**src/rtl/fp_rf_pkg.sv**
```systemverilog
// Shared types and default sizes for the FP register file with scoreboard.
// The clear sequencer state lives here so the top and the bench agree on names.
package fp_rf_pkg;

  localparam int DEF_DATA_WIDTH = 64;
  localparam int DEF_ADDR_WIDTH = 5;

  typedef enum logic {
    CLEAR = 1'b0,
    READY = 1'b1
  } rf_state_t;

endpackage

```
**src/rtl/fp_rf_scoreboard.sv**
```systemverilog
// Per-register busy bits for the issue stage: allocation sets, writeback clears,
// and each lookup is masked by a same-cycle writeback to that register.
module fp_rf_scoreboard
  import fp_rf_pkg::*;
#(
  parameter int ADDR_WIDTH = DEF_ADDR_WIDTH
) (
  input  logic                  Clk,
  input  logic                  Rst_n,
  input  logic                  set_en,
  input  logic [ADDR_WIDTH-1:0] set_addr,
  input  logic                  clr_en,
  input  logic [ADDR_WIDTH-1:0] clr_addr,
  input  logic [ADDR_WIDTH-1:0] addr_A,
  input  logic [ADDR_WIDTH-1:0] addr_B,
  input  logic [ADDR_WIDTH-1:0] addr_C,
  output logic                  busy_A,
  output logic                  busy_B,
  output logic                  busy_C
);

  localparam int DEPTH = 1 << ADDR_WIDTH;

  logic [DEPTH-1:0] busy_q;
  logic [DEPTH-1:0] busy_d;

  // The set is applied after the clear so a new producer supersedes the writeback.
  always_comb begin
    busy_d = busy_q;
    if (clr_en) busy_d[clr_addr] = 1'b0;
    if (set_en) busy_d[set_addr] = 1'b1;
  end

  always_ff @(posedge Clk or negedge Rst_n) begin
    if (!Rst_n) busy_q <= '0;
    else        busy_q <= busy_d;
  end

  assign busy_A = busy_q[addr_A] & ~(clr_en && (clr_addr == addr_A));
  assign busy_B = busy_q[addr_B] & ~(clr_en && (clr_addr == addr_B));
  assign busy_C = busy_q[addr_C] & ~(clr_en && (clr_addr == addr_C));

endmodule

```
**src/rtl/fp_regfile_sb.sv**
```systemverilog
// Three-read, one-write FP register file with write-to-read bypass, a busy
// scoreboard and a post-reset sequencer that zeroes every entry before use.
module fp_regfile_sb
  import fp_rf_pkg::*;
#(
  parameter int DATA_WIDTH = DEF_DATA_WIDTH,
  parameter int ADDR_WIDTH = DEF_ADDR_WIDTH
) (
  input  logic                  Clk,
  input  logic                  Rst_n,
  input  logic [ADDR_WIDTH-1:0] addr_A,
  input  logic [ADDR_WIDTH-1:0] addr_B,
  input  logic [ADDR_WIDTH-1:0] addr_C,
  output logic [DATA_WIDTH-1:0] data_outA,
  output logic [DATA_WIDTH-1:0] data_outB,
  output logic [DATA_WIDTH-1:0] data_outC,
  output logic                  busy_A,
  output logic                  busy_B,
  output logic                  busy_C,
  input  logic                  write_En,
  input  logic [ADDR_WIDTH-1:0] writeAddr,
  input  logic [DATA_WIDTH-1:0] data_in,
  input  logic                  alloc_En,
  input  logic [ADDR_WIDTH-1:0] alloc_Addr,
  output logic                  init_done
);

  localparam int DEPTH = 1 << ADDR_WIDTH;

  rf_state_t             state, state_next;
  logic [ADDR_WIDTH-1:0] clr_ptr, clr_ptr_next;
  logic                  clr_we;
  logic                  ready;
  logic                  wr_en;
  logic                  alloc_en;
  logic                  hit_A, hit_B, hit_C;
  logic [DATA_WIDTH-1:0] mem [DEPTH];

  always_ff @(posedge Clk or negedge Rst_n) begin
    if (!Rst_n) begin
      state   <= CLEAR;
      clr_ptr <= '0;
    end else begin
      state   <= state_next;
      clr_ptr <= clr_ptr_next;
    end
  end

  always_comb begin
    state_next   = state;
    clr_ptr_next = clr_ptr;
    clr_we       = 1'b0;
    unique case (state)
      CLEAR: begin
        clr_we       = 1'b1;
        clr_ptr_next = clr_ptr + 1'b1;
        if (clr_ptr == '1) state_next = READY;
      end
      READY: begin
        state_next = READY;
      end
    endcase
  end

  assign ready     = (state == READY);
  assign init_done = ready;

  // Writeback and allocation are only honoured once the array has been zeroed.
  assign wr_en    = write_En & ready;
  assign alloc_en = alloc_En & ready;

  // The array has no reset; the sequencer owns the write port during CLEAR.
  always_ff @(posedge Clk) begin
    if (clr_we)     mem[clr_ptr]   <= '0;
    else if (wr_en) mem[writeAddr] <= data_in;
  end

  assign hit_A = wr_en && (writeAddr == addr_A);
  assign hit_B = wr_en && (writeAddr == addr_B);
  assign hit_C = wr_en && (writeAddr == addr_C);

  assign data_outA = !ready ? '0 : (hit_A ? data_in : mem[addr_A]);
  assign data_outB = !ready ? '0 : (hit_B ? data_in : mem[addr_B]);
  assign data_outC = !ready ? '0 : (hit_C ? data_in : mem[addr_C]);

  fp_rf_scoreboard #(
    .ADDR_WIDTH(ADDR_WIDTH)
  ) u_scoreboard (
    .Clk      (Clk),
    .Rst_n    (Rst_n),
    .set_en   (alloc_en),
    .set_addr (alloc_Addr),
    .clr_en   (wr_en),
    .clr_addr (writeAddr),
    .addr_A   (addr_A),
    .addr_B   (addr_B),
    .addr_C   (addr_C),
    .busy_A   (busy_A),
    .busy_B   (busy_B),
    .busy_C   (busy_C)
  );

endmodule
```
**config.mk**
```make
export PLATFORM = sky130hd
export DESIGN_NAME = fp_regfile_sb
export DESIGN_NICKNAME = d
export VERILOG_FILES = /design/src/rtl/fp_rf_pkg.sv /design/src/rtl/fp_rf_scoreboard.sv /design/src/rtl/fp_regfile_sb.sv
export SDC_FILE = /design/constraint.sdc
export NUM_CORES = 2
export LEC_CHECK = 0
export BUFFER_PORTS_ARGS = -buffer_cell sky130_fd_sc_hd__buf_2
export CAP_MARGIN = 20
export CORE_ASPECT_RATIO = 0.9
export CORE_MARGIN = 5
export CORE_UTILIZATION = 50
export CTS_BUF_LIST = sky130_fd_sc_hd__clkbuf_2
export CTS_CLUSTER_SIZE = 14
export DETAILED_ROUTE_END_ITERATION = 6
export HOLD_SLACK_MARGIN = 0.03
export PLACE_DENSITY_LB_ADDON = 0.15
export SLEW_MARGIN = 30
export SYNTH_ARGS = -nofsm -noshare
export SYNTH_HDL_FRONTEND = slang
export SYNTH_SLANG_ARGS = --single-unit
```
**constraint.sdc**
```tcl
create_clock -name Clk -period 4.25 [get_ports Clk]
set_input_delay 0.6375 -clock Clk [delete_from_list [all_inputs] [get_ports Clk]]
set_output_delay 0.6375 -clock Clk [all_outputs]
set_load 0.01 [all_outputs]
```
==> flow_metrics.env <==
export IMPL_die_area_um2=241000
export IMPL_final_util_pct=59.0
export IMPL_synth_edff_count=2048
export IMPL_ys_warn_count=0
export IMPL_ys_seq_area_share_pct=54.0
export IMPL_cts_buffers=548
export IMPL_syn_area_per_cell_um2=18.3
export IMPL_drt_total_wl_mm=460
export IMPL_synthCells=6310
export IMPL_cp_buffers_inverters=1
export IMPL_grtUsageTotal_pct=37.7
export IMPL_critPathSlowestCell="o211ai_1"
export IMPL_final_nets=7329
export IMPL_hp_class="in -> reg"
export IMPL_rrSetupSlack_ps=700
export IMPL_slew_violations=0
export IMPL_grt_overflow=0
export IMPL_clk_path_buf_depth=4
export IMPL_place_congestion=0.890
export IMPL_start_util_pct=50.3
export IMPL_worstHoldStart="data_in[10]"
export IMPL_crit_chain="mux4_2 > mux2_2 > o211ai_1 > o21ai_2 > buf_2"
export IMPL_crit_family="multiplexers"
export IMPL_cts_tree="built"
export IMPL_finalCriticalPeriod_ps=4530
export IMPL_required_ps=3610
export IMPL_period_share_pct=107
export IMPL_drc=1
export IMPL_area_growth_pct=17.5
export IMPL_endpoint_kind="primary output"
export IMPL_async_reset_ff_share_pct=1.82
export IMPL_cp_data_arrival_time_ps=3890
export IMPL_max_stage_delay_ps=610
export IMPL_final_hold_viol_count=0
export IMPL_fin_ws_ps=-281
export IMPL_status="complete, but fails checks"
export IMPL_drtIter0Drc=13100
export IMPL_max_cap_violations=0
export IMPL_timing_rr_end="mem[13][23]"
export IMPL_skew_ps=183
export IMPL_layout_commonest_cell="edfxtp_1"
export IMPL_fin_hold_ws_ps=105
export IMPL_grt_pass1_vias=80400
export IMPL_clock_latency_ps=1860
export IMPL_timing_worst_setup_path_type="reg -> out"
export IMPL_grt_max_degree=87
export IMPL_ys_ff_latch=2086
export IMPL_p_leak_uw=0.0480
export IMPL_core_area_um2=230000
export IMPL_max_freq_mhz=221
export IMPL_ant_nets=0
export IMPL_cts_sinks=2086
export IMPL_ir_drop_uv=253
export IMPL_cts_root_buf="clkbuf_2"
export IMPL_dieWidth_um=517
export IMPL_synth_ff_type="edfxtp_1"
export IMPL_reg2reg_from="init_done"
export IMPL_chipHeight_um=466
export IMPL_num_rows=167
export IMPL_mostFrequentLayoutCells="edfxtp_1, mux4_2, clkbuf_2, buf_4, mux2i_1"
export IMPL_worstHoldPathCells=3
export IMPL_pin_count=289
export IMPL_io_buffers=288
export IMPL_synth_nets=6405
export IMPL_via_per_inst=7.64
export IMPL_h_tree_depth=6
export IMPL_rsz0062_at_grt="true"
export IMPL_reg2reg_depth=7
export IMPL_grt_pass1_wl_mm=633
export IMPL_antenna_found_initial=25
export IMPL_tightest_slew_ps=1020
export IMPL_vias=81500
export IMPL_first_pass_iters=7
export IMPL_failed_checks="DRC, setup timing"
export IMPL_crit_fanout=3
export IMPL_drive_gt1_share_pct=53.4
export IMPL_start_kind="register"
export IMPL_setup_viol=141
export IMPL_dp_hpwl_mm=257
export IMPL_cts_clk_slew_worst_paths_ps=130
export IMPL_p_per_area_nw_per_um2=320
export IMPL_relSlewSlack_pct=31.5
export IMPL_synth_cell_types=62
export IMPL_place_area_um2=123000
export IMPL_final_cell_area_um2=136000
export IMPL_synth_area_um2=116000
export IMPL_worstHoldEndpoint="mem[3][10]"
export IMPL_wire_per_inst_um=43.1
registers in the layout (all words and copies together), names as in the netlist:
name,count
init_done,1
clr_ptr,5
u_scoreboard.busy_q,32
mem,2048
worst register-to-register path: cells and delay by family (launching register included):
kind / cells / cell delay, ps
AO/OA/AOI/OAI: 1 / 240
AND/OR/NAND/NOR: 2 / 1230
buffers and inverters: 4 / 1060
flip-flops: 1 / 540
cells by family after synthesis:
group	after synthesis	synth area share, %
adders and majority gates	2	0.0216
buffers and inverters	619	3.13
and+or+nand+nor	694	2.75
muxes	1970	34.7
xor gates and xnor gates	18	0.136
AOI/OAI and AO/OA	921	5.22
DFF	2086	54.0
power breakdown:
part	leakage [uW]	switching [uW]	internal, uW	total [uW]
Sequential	0.0217	52.0	22600	22700
Combinational	0.0226	3880	2760	6640
Clock	0.00363	8830	5330	14200
cell type report:
cell class	instances	area (um^2)
antenna	27	67.6
clock buffer	756	3780
clock inverter	166	916
fill	17000	94300
inverter	11	48.8
multi-input combinational	3606	54000
sequential	2086	62500
tap	3042	3810
timing repair buffer	981	10700
stage by stage:
stage	setup TNS (ps)	cells	setup WS, ps	total power, uW
6_report	-11500	10700	-281	43500
5_1_grt	-37370	10700	-394	44900
4_1_cts	-32160	10600	-341	43300
2_1_floorplan	-209910	6310	-622	26600
3_5_place_dp	-202	9437	-202	28800
3_3_place_gp	-268	9436	-268	28800
cell usage after synthesis (76+ instances only):
library cell	number	area [um^2]
edfxtp_1	2048	61500
mux4_2	1613	36300
mux2i_1	254	2540
nand2_1	246	923
a22oi_1	243	1820
nor2_1	212	796
buf_2	195	976
clkbuf_1	182	683
a21oi_1	175	876
o21ai_0	168	841
buf_4	142	1070
mux2_2	95	1070
nor2b_1	86	538
o22ai_1	76	475
routing by layer:
metal | track usage (%) | wire length (um) | up-vias
li1 | - | - | 29800
met5 | 0 | 160 | -
met2 | 54.9 | 202000 | 7775
met3 | 13.7 | 74200 | 1606
met1 | 50.0 | 154000 | 42300
met4 | 19.7 | 29800 | 22
repair_timing:
item	CTS	global route
gates resized for setup	798	293
buffers inserted	101	69
gates cloned	22	5
endpoints found under the hold margin	2453	0
setup endpoints to repair	195	191
hold buffers	120	0
pin swaps	187	140
worst max path at each step:
stage          depth (start not counted)   startpoint       endpoint
2_1_floorplan                          5     write_En      mem[0][0]
3_3_place_gp                           9    addr_A[0]   data_outA[1]
3_5_place_dp                           9    addr_A[0]   data_outA[1]
4_1_cts                                9    init_done  data_outC[12]
5_1_grt                                6   mem[10][1]   data_outA[1]
6_report                               5  mem[29][58]  data_outB[58]
Power figures use the tool's default switching activity.
